File: src/rtl/cdc_pkg.sv
// Shared types and elaboration helpers for the chunked word sender.
package cdc_pkg;

    // Sender FSM states.
    typedef enum logic [1:0] {
        IDLE     = 2'd0,
        SEND     = 2'd1,
        STROBE   = 2'd2,
        WAIT_ACK = 2'd3
    } state_e;

    // Number of link chunks per word.
    function automatic int calc_nch(input int word_w, input int chunk_w);
        return word_w / chunk_w;
    endfunction

    // Width of the chunk index; never narrower than one bit.
    function automatic int calc_idx_w(input int nch);
        return (nch > 1) ? $clog2(nch) : 1;
    endfunction

    // True when a word splits into a whole number of chunks.
    function automatic bit split_ok(input int word_w, input int chunk_w);
        return (chunk_w > 0) && (word_w >= chunk_w) && ((word_w % chunk_w) == 0);
    endfunction

endpackage

File: src/rtl/cdc_ack_watchdog.sv
// Ack watchdog: loadable up-counter that saturates at TIMEOUT_CYC and
// pulses tc on the enabled cycle that reaches the terminal count.
module cdc_ack_watchdog #(
    parameter int TIMEOUT_CYC = 1023
) (
    input  logic clk,
    input  logic rst,
    input  logic clr,
    input  logic en,
    output logic tc
);

    localparam int CW = $clog2(TIMEOUT_CYC + 1);
    localparam logic [CW-1:0] TERM      = CW'(TIMEOUT_CYC);
    localparam logic [CW-1:0] TERM_LAST = CW'(TIMEOUT_CYC - 1);

    logic [CW-1:0] count_q;
    logic [CW-1:0] count_d;

    // Next count: clear loads zero, otherwise count enabled cycles up to TERM.
    always_comb begin
        // NOTE: every comb output gets a default first so no path leaves it unassigned (no latch).
        count_d = count_q;
        if (clr) begin
            count_d = '0;
        end else if (en && (count_q != TERM)) begin
            count_d = count_q + CW'(1);
        end
    end

    // Terminal-count pulse: the enabled cycle in which the count reaches TERM.
    assign tc = en && !clr && (count_q == TERM_LAST);

    // Count register with synchronous reset.
    always_ff @(posedge clk) begin
        // NOTE: state updates use non-blocking assignment so all flops sample pre-edge values.
        if (rst) begin
            count_q <= '0;
        end else begin
            count_q <= count_d;
        end
    end

endmodule

File: src/rtl/cdc_word_sender.sv
// Source-side driver for the clk1 handshake link: splits each wide word into
// CHUNK_W chunks (LSB first), strobes one chunk per link round-trip, and
// aborts the word if the link never returns ready.
module cdc_word_sender
    import cdc_pkg::*;
#(
    parameter int WORD_W      = 32,
    parameter int CHUNK_W     = 8,
    parameter int TIMEOUT_CYC = 1023,
    parameter int CNT_W       = 16
) (
    input  logic               clk,
    input  logic               rst,
    input  logic [WORD_W-1:0]  word_in,
    input  logic               word_in_en,
    output logic               word_in_ready,
    output logic [CHUNK_W-1:0] link_data,
    output logic               link_en,
    input  logic               link_ready,
    output logic               busy,
    output logic               word_done,
    output logic               err_timeout,
    input  logic               err_clr,
    output logic [CNT_W-1:0]   sent_cnt
);

    localparam int NCH   = calc_nch(WORD_W, CHUNK_W);
    localparam int IDX_W = calc_idx_w(NCH);
    localparam logic [IDX_W-1:0] LAST_IDX = IDX_W'(NCH - 1);

    if (!split_ok(WORD_W, CHUNK_W)) begin : g_bad_split
        $error("cdc_word_sender: WORD_W must be a positive multiple of CHUNK_W");
    end
    if (TIMEOUT_CYC < 1) begin : g_bad_timeout
        $error("cdc_word_sender: TIMEOUT_CYC must be at least 1");
    end

    state_e             state_q, state_d;
    logic [WORD_W-1:0]  word_q, word_d;
    logic [IDX_W-1:0]   chunk_idx_q, chunk_idx_d;
    logic [CHUNK_W-1:0] link_data_q, link_data_d;
    logic               link_en_q, link_en_d;
    logic               word_in_ready_q, word_in_ready_d;
    logic               busy_q, busy_d;
    logic               word_done_q, word_done_d;
    logic               err_q, err_d;
    logic [CNT_W-1:0]   sent_cnt_q, sent_cnt_d;
    logic               wd_tc;

    // Watchdog is cleared in STROBE and counts only while waiting for the ack.
    cdc_ack_watchdog #(
        .TIMEOUT_CYC(TIMEOUT_CYC)
    ) u_watchdog (
        .clk(clk),
        .rst(rst),
        .clr(state_q == STROBE),
        .en (state_q == WAIT_ACK),
        .tc (wd_tc)
    );

    // Next-state and registered-output logic for the sender FSM.
    always_comb begin
        state_d         = state_q;
        word_d          = word_q;
        chunk_idx_d     = chunk_idx_q;
        link_data_d     = link_data_q;
        link_en_d       = 1'b0;
        word_in_ready_d = word_in_ready_q;
        busy_d          = busy_q;
        word_done_d     = 1'b0;
        // A new timeout below overrides the clear, so set wins.
        err_d           = err_q && !err_clr;
        sent_cnt_d      = sent_cnt_q;

        unique case (state_q)
            IDLE: begin
                if (word_in_en) begin
                    word_d          = word_in;
                    chunk_idx_d     = '0;
                    busy_d          = 1'b1;
                    word_in_ready_d = 1'b0;
                    state_d         = SEND;
                end
            end
            SEND: begin
                if (link_ready) begin
                    link_data_d = word_q[int'(chunk_idx_q) * CHUNK_W +: CHUNK_W];
                    link_en_d   = 1'b1;
                    state_d     = STROBE;
                end
            end
            STROBE: begin
                // The link still shows ready during the strobe cycle, so ignore it here.
                state_d = WAIT_ACK;
            end
            WAIT_ACK: begin
                if (link_ready) begin
                    if (chunk_idx_q == LAST_IDX) begin
                        word_done_d     = 1'b1;
                        sent_cnt_d      = sent_cnt_q + CNT_W'(1);
                        busy_d          = 1'b0;
                        word_in_ready_d = 1'b1;
                        state_d         = IDLE;
                    end else begin
                        chunk_idx_d = chunk_idx_q + IDX_W'(1);
                        state_d     = SEND;
                    end
                end else if (wd_tc) begin
                    err_d           = 1'b1;
                    busy_d          = 1'b0;
                    word_in_ready_d = 1'b1;
                    state_d         = IDLE;
                end
            end
            default: state_d = IDLE;
        endcase
    end

    // Control and output registers with synchronous reset.
    always_ff @(posedge clk) begin
        if (rst) begin
            state_q         <= IDLE;
            chunk_idx_q     <= '0;
            link_data_q     <= '0;
            link_en_q       <= 1'b0;
            word_in_ready_q <= 1'b1;
            busy_q          <= 1'b0;
            word_done_q     <= 1'b0;
            err_q           <= 1'b0;
            sent_cnt_q      <= '0;
        end else begin
            state_q         <= state_d;
            chunk_idx_q     <= chunk_idx_d;
            link_data_q     <= link_data_d;
            link_en_q       <= link_en_d;
            word_in_ready_q <= word_in_ready_d;
            busy_q          <= busy_d;
            word_done_q     <= word_done_d;
            err_q           <= err_d;
            sent_cnt_q      <= sent_cnt_d;
        end
    end

    // Word holding register; only read after it has been loaded in IDLE.
    always_ff @(posedge clk) begin
        // NOTE: datapath storage is deliberately not reset; it is always written before use.
        word_q <= word_d;
    end

    assign word_in_ready = word_in_ready_q;
    assign link_data     = link_data_q;
    assign link_en       = link_en_q;
    assign busy          = busy_q;
    assign word_done     = word_done_q;
    assign err_timeout   = err_q;
    assign sent_cnt      = sent_cnt_q;

endmodule

File: config.mk
export PLATFORM = sky130hd
export DESIGN_NAME = cdc_word_sender
export DESIGN_NICKNAME = d
export VERILOG_FILES = /design/src/rtl/cdc_pkg.sv /design/src/rtl/cdc_ack_watchdog.sv /design/src/rtl/cdc_word_sender.sv
export SDC_FILE = /design/constraint.sdc
export NUM_CORES = 1
export LEC_CHECK = 0
export ABC_AREA = 1
export ABC_CLOCK_PERIOD_IN_PS = 2850
export BUFFER_PORTS_ARGS = -buffer_cell sky130_fd_sc_hd__buf_2
export CAP_MARGIN = 20
export CORE_UTILIZATION = 59
export CTS_CLUSTER_SIZE = 16
export DETAILED_ROUTE_END_ITERATION = 16
export MAX_ROUTING_LAYER = met4
export PLACE_DENSITY = 0.88
export SLEW_MARGIN = 10
export SYNTH_ARGS = -nofsm -noshare
export SYNTH_HDL_FRONTEND = slang
export SYNTH_SLANG_ARGS = --single-unit
File: constraint.sdc
create_clock -name clk -period 2.85 [get_ports clk]
set_input_delay 0.57 -clock clk [delete_from_list [all_inputs] [get_ports clk]]
set_output_delay 0.57 -clock clk [all_outputs]
set_load 0.01 [all_outputs]
# After elaboration in Yosys (flattened, before gate mapping)
# Index checks and enable logic that the tools add are counted.
# word_totals
register_bits	75
rom_bits	0
output_inout_bits	29
input_bits	37
ram_bits	0
memories	0
latch_bits	0
# classes
n_addsub	3
div_mod_pow	0
muxes	25
reduce_logical	17
n_eq_ne	12
n_shift	1
order_cmp	0
bitwise	3
n_mul	0
# op_table
operator	n
$shiftx A32 B6 Y8	1
$add A16 B1 Y16 const B	1
$mux W1	14
$mux W2	7
$add A10 B1 Y10 const B	1
$eq A10 B10 Y1 const B	1
$ne A10 B10 Y1 const B	1
$ne A2 B2 Y1 const B	4
$pmux W2 S4	1
$reduce_and A4 Y1	2
$eq A2 B2 Y1 const B	3
$ne A3 B3 Y1 const B	2
$reduce_and A3 Y1	2
$logic_and A1 B1 Y1	4
$pmux W1 S2	2
$pmux W2 S2	1
$reduce_and A2 Y1	2
$reduce_or A2 Y1	2
$not A1 Y1	3
$reduce_or A3 Y1	1
$add A2 B1 Y2 const B	1
$eq A2 B1 Y1 const B	1
$logic_not A1 Y1	2
$logic_not A2 Y1	1
$reduce_bool A2 Y1	1

# Depth between registers and ports, before layout
# Gate-level depths: netlist of the first run.
# logic_depth
word_depth	7
mapped_depth	9
depth_no_buf	9

# Modules after synthesis
# From an unflattened synthesis of the first run, not the netlist that was laid out.
# unflattened
hier_cells	402
hier_area_um2	3438.3
# modules_own_cells
module	instances	cells_per_inst	area_each_um2
cdc_word_sender	1	312	2817.7
cdc_ack_watchdog	1	90	620.6

# Worst setup path before layout of the first run
# OpenSTA, ideal clock, no wires.
# synth_timing
path_type	flip-flop to flip-flop
startpoint	reg state_q[0]
endpoint	reg word_q[0], enable pin
arrival_time_ps	1315
synth_period_minus_slack_ps	1701
stages_incl_launch_ff	5
slack_ps	1149
cell_sequence	dfxtp_1 inv_1 ha_1 nand2_1 inv_1
# synth_via
elab_chain_len	2
# synth_rtl
item	line	rtl
start: declaration	cdc_word_sender.sv:38	state_e state_q, state_d;
start signal: assignment	cdc_word_sender.sv:132	state_q <= state_d;
$logic_not A2 Y1	cdc_word_sender.sv:75	unique case (state_q)
$reduce_and A2 Y1 (no line)	--	
end signal: assignment	cdc_word_sender.sv:147	word_q <= word_d;
end: declaration	cdc_word_sender.sv:39	logic [WORD_W-1:0] word_q, word_d;
# Every way passes these cells.
# A chain may end at the register's enable or synchronous reset.

# Worst setup path after layout of the first run
# layout_timing
startpoint	reg chunk_idx_q[1]
endpoint	reg sent_cnt_q[13] (netlist: sent_cnt[13])
# layout_via
elab_chain_len	2
# layout_rtl
item	line	rtl
start: declaration	cdc_word_sender.sv:40	logic [IDX_W-1:0] chunk_idx_q, chunk_idx_d;
start signal: assignment	cdc_word_sender.sv:133	chunk_idx_q <= chunk_idx_d;
$eq A2 B2 Y1	cdc_word_sender.sv:98	if (chunk_idx_q == LAST_IDX) begin
$reduce_and A3 Y1 (no line)	--	
end signal: assignment	cdc_word_sender.sv:140	sent_cnt_q <= sent_cnt_d;
end: declaration	cdc_word_sender.sv:47	logic [CNT_W-1:0] sent_cnt_q, sent_cnt_d;
# Every way passes these cells.

==> results.toml, run 1 <==
[final_layout]
nFillCells = 395
area_growth_pct = 18.8
drive_gt1_frac = 0.200
final_common_cell = "buf_2"
layout_common_cells = "buf_2 (65), nor2_1 (63), inv_1 (56), nand2_1 (56), o21ai_0 (47)"
final_nets = 504
postLayoutCellArea_um2 = 3940
multi_input_area_um2 = 1230
final_util = 0.747
insertedDiodeCount = 0
seq_area_um2 = 1820
fin_cells = 534

[timing]
max_slew.worst_pin.slew_ns = 0.562
fin_crit_ns = 2.08
max_freq_mhz = 480
min_period_over_period = 0.731
setup_viol = 0
hold_viol_final = 0
max-slew-margin-rel = 0.625
fin_tns_setup_ns = 0
rsz0062_at_grt = "false"
drv_slew = 0
skew_ns = 0.0112

[critical_path]
worstSetupEndpoint = "sent_cnt[13]$_SDFFE_PP0P_"
cp.required_ns = 3.09
cpPeakStageDelay_ns = 0.68
cp_slowest_cell = "dfxtp_1"
crit_arrival_ns = 2.33
worstSetupStartpoint = "chunk_idx_q[1]$_SDFFE_PP0P_"
path_class = "reg -> reg"
crit_chain = "ha_1 -> nand3_2 -> nor2_4 -> nand3_1 -> nor2_1 -> nand3_1 -> nand2_1 -> nor2_1"
rrSetupSlack_ns = 0.77
end_kind = "flip-flop"
r2r_cells = 8
cp-start-kind = "flip-flop"
critPathMaxFanout = 18
r2r-start = "chunk_idx_q[1]$_SDFFE_PP0P_"
r2r-end = "sent_cnt[13]$_SDFFE_PP0P_"

[route]
num_vias = 2863
dr.pass1.iters = 5
drt-initial-drc-count = 177
ant_nets = 0
routed_via_density = 5.36
drc = 0
wl_per_cell_um = 12.7
wl_um = 6800

[clock_tree]
cts.clk_slew.worst_paths_ns = 0.08
clock_sinks = 75
cts_hold_buf = 0
cts-buffers-inserted = 9
clock_path_buffers = 2
cts_max_level = 3
clock_latency_ns = 0.35
postCtsSetupBuffers = 0
cts_root_buf = "clkbuf_8"
cts_tree = "built"
cts_resized = 0

[global_route]
antenna_found_initial = 0
grt_pass1_wl_um = 11600
grt_start_max_net_pins = 33
gr-usage-all-layers = 0.258
grt_pass1_vias = 2737
overflow = 0

[yosys]
ys_seq_area_frac = 0.550
syn_avg_cell_area_um2 = 8.47
syn_area_um2 = 3310
yosysWarningCount = 0
synthCells = 391
ys_types = 26
syn_nets = 436
synth-seq-cells = 75

[die]
die_h_um = 76.9
pin_count = 66
die_w_um = 76.9
row_count = 26
die_area_um2 = 5920
core_um2 = 5270
start_util = 0.629

[placed_design]
dp_hpwl_um = 4750
port_buffers = 65
placed_cells = 518
placed_cell_area_um2 = 3700
place.gp.congestion = 0.857

[outcome]
status = "finished clean"

[power]
clkPwrFrac = 0.310
leakagePower_uw = 0.00173
p_per_area_nw_per_um2 = 795
p_sw_uw = 967
pwr-share-seq = 0.455
p_int_uw = 2160
p_sw_frac = 0.309
peakVddDrop_mv = 0.560
comb_power_share = 0.235

[flow_run]
cap_violations = 0

[hold_path]
hold_class = "in -> reg"
-- per-stage QoR --
stage / hold WS, ns / setup WS, ns / power [uW]
6_report: 0.390 / 0.766 / 3130
3_5_place_dp: 0.459 / 0.863 / 2170
4_1_cts: 0.379 / 0.800 / 3140
5_1_grt: 0.374 / 0.584 / 3300
2_1_floorplan: 0.437 / 1.15 / 1940
3_3_place_gp: 0.449 / 0.921 / 2130
-- routing by layer --
| layer | GRT usage | vias up | wire [um] |
|---|---|---|---|
| met5 | - | - | 0 |
| met4 | 0.146 | 0 | 216 |
| met3 | 0.0583 | 20 | 382 |
| met2 | 0.435 | 111 | 3450 |
| met1 | 0.281 | 1314 | 2750 |
| li1 | - | 1418 | - |
-- area by class of cell --
class                           count  area share
Inverter                           57      0.0550
Clock inverter                      6      0.0286
Multi-Input combinational cell    249       0.312
Timing Repair Buffer               67      0.0865
Tap cell                           70      0.0223
Sequential cell                    75       0.463
Clock buffer                       10      0.0324
-- how the worst min path moves through the flow --
| stage | start | endpoint | depth (start not counted) |
|---|---|---|---|
| floorplan | u_watchdog.count_q[5]$_SDFFE_PP0P_ | u_watchdog.count_q[5]$_SDFFE_PP0P_ | 2 |
| global placement | u_watchdog.count_q[5]$_SDFFE_PP0P_ | u_watchdog.count_q[5]$_SDFFE_PP0P_ | 2 |
| detailed placement | busy$_SDFFE_PP0P_ | busy$_SDFFE_PP0P_ | 2 |
| CTS | word_in[23] | word_q[23]$_DFFE_PP_ | 1 |
| global route | word_in[20] | word_q[20]$_DFFE_PP_ | 1 |
| finish | word_in[4] | word_q[4]$_DFFE_PP_ | 1 |
-- worst max-delay path, delay by kind of cell (launching register included) --
family	cells	cell delay (ns)
adder cells (fa/ha/maj)	1	0.34
AND/OR/NAND/NOR	7	0.95
flip-flops	1	0.68
-- cell usage after synthesis (all sizes together) --
cell	number	share of area
nor2	66	0.082
nand2	60	0.071
inv	57	0.065
o21ai	48	0.076
dfxtp	43	0.26
a21oi	32	0.049
edfxtp	32	0.29
nand3	17	0.027
ha	8	0.030
nand4	8	0.015
clkbuf	6	0.0068
buf	4	0.0068
a211oi	3	0.0068
nor3	2	0.0030
and3	1	0.0019
nor4	1	0.0019
o21a	1	0.0023
o21bai	1	0.0023
xor2	1	0.0026
-- kinds of logic after synthesis --
group / share of synthesized area
and+or+nand+nor: 0.202
AOI/OAI and AO/OA: 0.137
DFF: 0.550
buffers and inverters: 0.0789
adders and majority gates: 0.0302
xor gates and xnor gates: 0.00264
-- power groups by stage --
stage	clock network [uW]	logic (uW)	registers [uW]
2_1_floorplan	0	491	1450
3_3_place_gp	0	692	1430
3_5_place_dp	0	729	1440
4_1_cts	980	740	1420
5_1_grt	1020	842	1440
6_report	970	736	1420
-- sequential cells by signal (all words and copies together) (netlist names), 2 cells and up --
| signal | flops |
|---|---|
| chunk_idx_q | 2 |
| link_data | 8 |
| sent_cnt | 16 |
| state_q | 2 |
| u_watchdog.count_q | 10 |
| word_q | 32 |
No activity file was read; power rests on OpenSTA's default activity.
==> run 2, diff against run 1 <==
--- a/config.mk
+++ b/config.mk
@@ -6,14 +6,14 @@
 export NUM_CORES = 1
 export LEC_CHECK = 0
 export ABC_AREA = 1
-export ABC_CLOCK_PERIOD_IN_PS = 2850
+export ABC_CLOCK_PERIOD_IN_PS = 2100
 export BUFFER_PORTS_ARGS = -buffer_cell sky130_fd_sc_hd__buf_2
 export CAP_MARGIN = 20
-export CORE_UTILIZATION = 59
+export CORE_UTILIZATION = 54
 export CTS_CLUSTER_SIZE = 16
 export DETAILED_ROUTE_END_ITERATION = 16
 export MAX_ROUTING_LAYER = met4
-export PLACE_DENSITY = 0.88
+export PLACE_DENSITY = 0.81
 export SLEW_MARGIN = 10
 export SYNTH_ARGS = -nofsm -noshare
 export SYNTH_HDL_FRONTEND = slang
==> constraint.sdc (replaced) <==
create_clock -name clk -period 2.1 [get_ports clk]
set_input_delay 0.42 -clock clk [delete_from_list [all_inputs] [get_ports clk]]
set_output_delay 0.42 -clock clk [all_outputs]
set_load 0.01 [all_outputs]
==> run 2 against run 1 <==
Cell area rose by 0.29%. Sequential power rose by 36%. Combinational power rose by 31%. Sequential share of layout area fell by 0.13 points. Die area rose by 9.0%. Non-clock buffer count rose by 2. Clock power rose by 31%. Power rose by 33%. Via count fell by 4.6%. Critical path type unchanged.
==> results.toml, run 2 (synthesis results as in run 1) <==
[outcome]
status = "finished clean"

[clock_tree]
postCtsSetupBuffers = 0
cts.clk_slew.worst_paths_ns = 0.08
cts_tree = "built"
cts_resized = 0
clock_sinks = 75
cts_root_buf = "clkbuf_8"
clock_path_buffers = 2
cts-buffers-inserted = 9
clock_latency_ns = 0.35
cts_hold_buf = 0
cts_max_level = 3

[placed_design]
placed_cell_area_um2 = 3720
place.gp.congestion = 0.843
dp_hpwl_um = 4450
placed_cells = 525
dp_slack_ns = 0.471
port_buffers = 65

[final_layout]
postLayoutCellArea_um2 = 3950
final_nets = 506
drive_gt1_frac = 0.206
seq_area_um2 = 1820
insertedDiodeCount = 0
layout_common_cells = "buf_2 (65), nor2_1 (63), inv_1 (56), nand2_1 (56), o21ai_0 (47)"
nFillCells = 480
multi_input_area_um2 = 1230
largest_reg_flops = 32
final_common_cell = "buf_2"
fin_cells = 541
area_growth_pct = 19.1
regMostFlops = "word_q"

[timing]
min_period_over_period = 0.786
holdWs_ns = 0.234
drv_slew = 0
max_slew.worst_pin.slew_ns = 0.526
hold_viol_final = 0
fin_tns_setup_ns = 0
max-slew-margin-rel = 0.649
setup_ws_ns = 0.449
fin_crit_ns = 1.65
skew_ns = 0.00711
setup_viol = 0
rsz0062_at_grt = "false"
max_freq_mhz = 606

[global_route]
grt_start_max_net_pins = 33
grt_pass1_vias = 2382
overflow = 0
grt_pass1_wl_um = 10100
gr-usage-all-layers = 0.214
antenna_found_initial = 0

[critical_path]
cp.required_ns = 2.35
cp_slowest_cell = "dfxtp_1"
end_kind = "flip-flop"
r2r_cells = 8
crit_chain = "ha_1 -> nand3_2 -> nor2_4 -> nand3_1 -> nor2_1 -> nand3_1 -> nand2_1 -> nor2_1"
cp-start-kind = "flip-flop"
crit_arrival_ns = 1.90
critPathMaxFanout = 8
cpPeakStageDelay_ns = 0.42
path_class = "reg -> reg"

[route]
drc = 0
routed_via_density = 5.05
num_vias = 2730
met1_length_um = 2760
met2_length_um = 3020
topRoutingLayerUsed = "met4"
wl_um = 6260
drt-initial-drc-count = 181
dr_wl_met3_um = 327
ant_nets = 0
wl_per_cell_um = 11.6
dr.pass1.iters = 4

[power]
peakVddDrop_mv = 0.633
leakagePower_uw = 0.00173
p_per_area_nw_per_um2 = 1050

[hold_path]
hold_class = "in -> reg"
hold_path_depth = 1

[die]
die_h_um = 80.3
core_um2 = 5920
start_util = 0.560
die_w_um = 80.3
row_count = 28
die_area_um2 = 6450
pin_count = 66

[flow_run]
cap_violations = 0
## run 2: worst paths after layout
check,start,end,slack [ns]
max,state_q[0]$_SDFFE_PP0P_,sent_cnt[13]$_SDFFE_PP0P_,0.45
min,word_in[17],word_q[17]$_DFFE_PP_,0.23
max reg2reg,state_q[0]$_SDFFE_PP0P_,sent_cnt[13]$_SDFFE_PP0P_,0.45
min reg2reg,u_watchdog.count_q[5]$_SDFFE_PP0P_,u_watchdog.count_q[5]$_SDFFE_PP0P_,0.48
## run 2: area by class of cell
cell class              count  share of cell area
flip-flops and latches     75               0.461
inverters                  57              0.0548
clock buffers               9              0.0314
repair buffers             69              0.0900
multi-input cells         249               0.312
clock inverters             7              0.0269
well taps                  75              0.0238
## run 2: layer usage
layer  up-vias  global-route usage
li1       1423                   -
met1      1221               0.244
met2        74               0.361
met3        12              0.0443
met4         0               0.104
met5         -                   -
## run 2: stage by stage
step | power (uW) | utilization
6_report | 4160 | 0.667
5_1_grt | 4420 | 0.667
4_1_cts | 4180 | 0.667
3_5_place_dp | 2920 | 0.628
3_3_place_gp | 2880 | 0.628
2_1_floorplan | 2630 | -
## run 2: worst max-delay path: cells and delay by family, from the launching register on
family        cells  cell delay [ns]
fa+ha+maj         1             0.23
flops             1             0.42
simple gates      7             0.90
## run 2: where the power goes
group          internal, uW  switching [uW]  leakage [uW]  total [uW]
clock network           691             575      0.000117        1270
logic                   323             640      0.000966         963
registers              1820             109      0.000652        1930
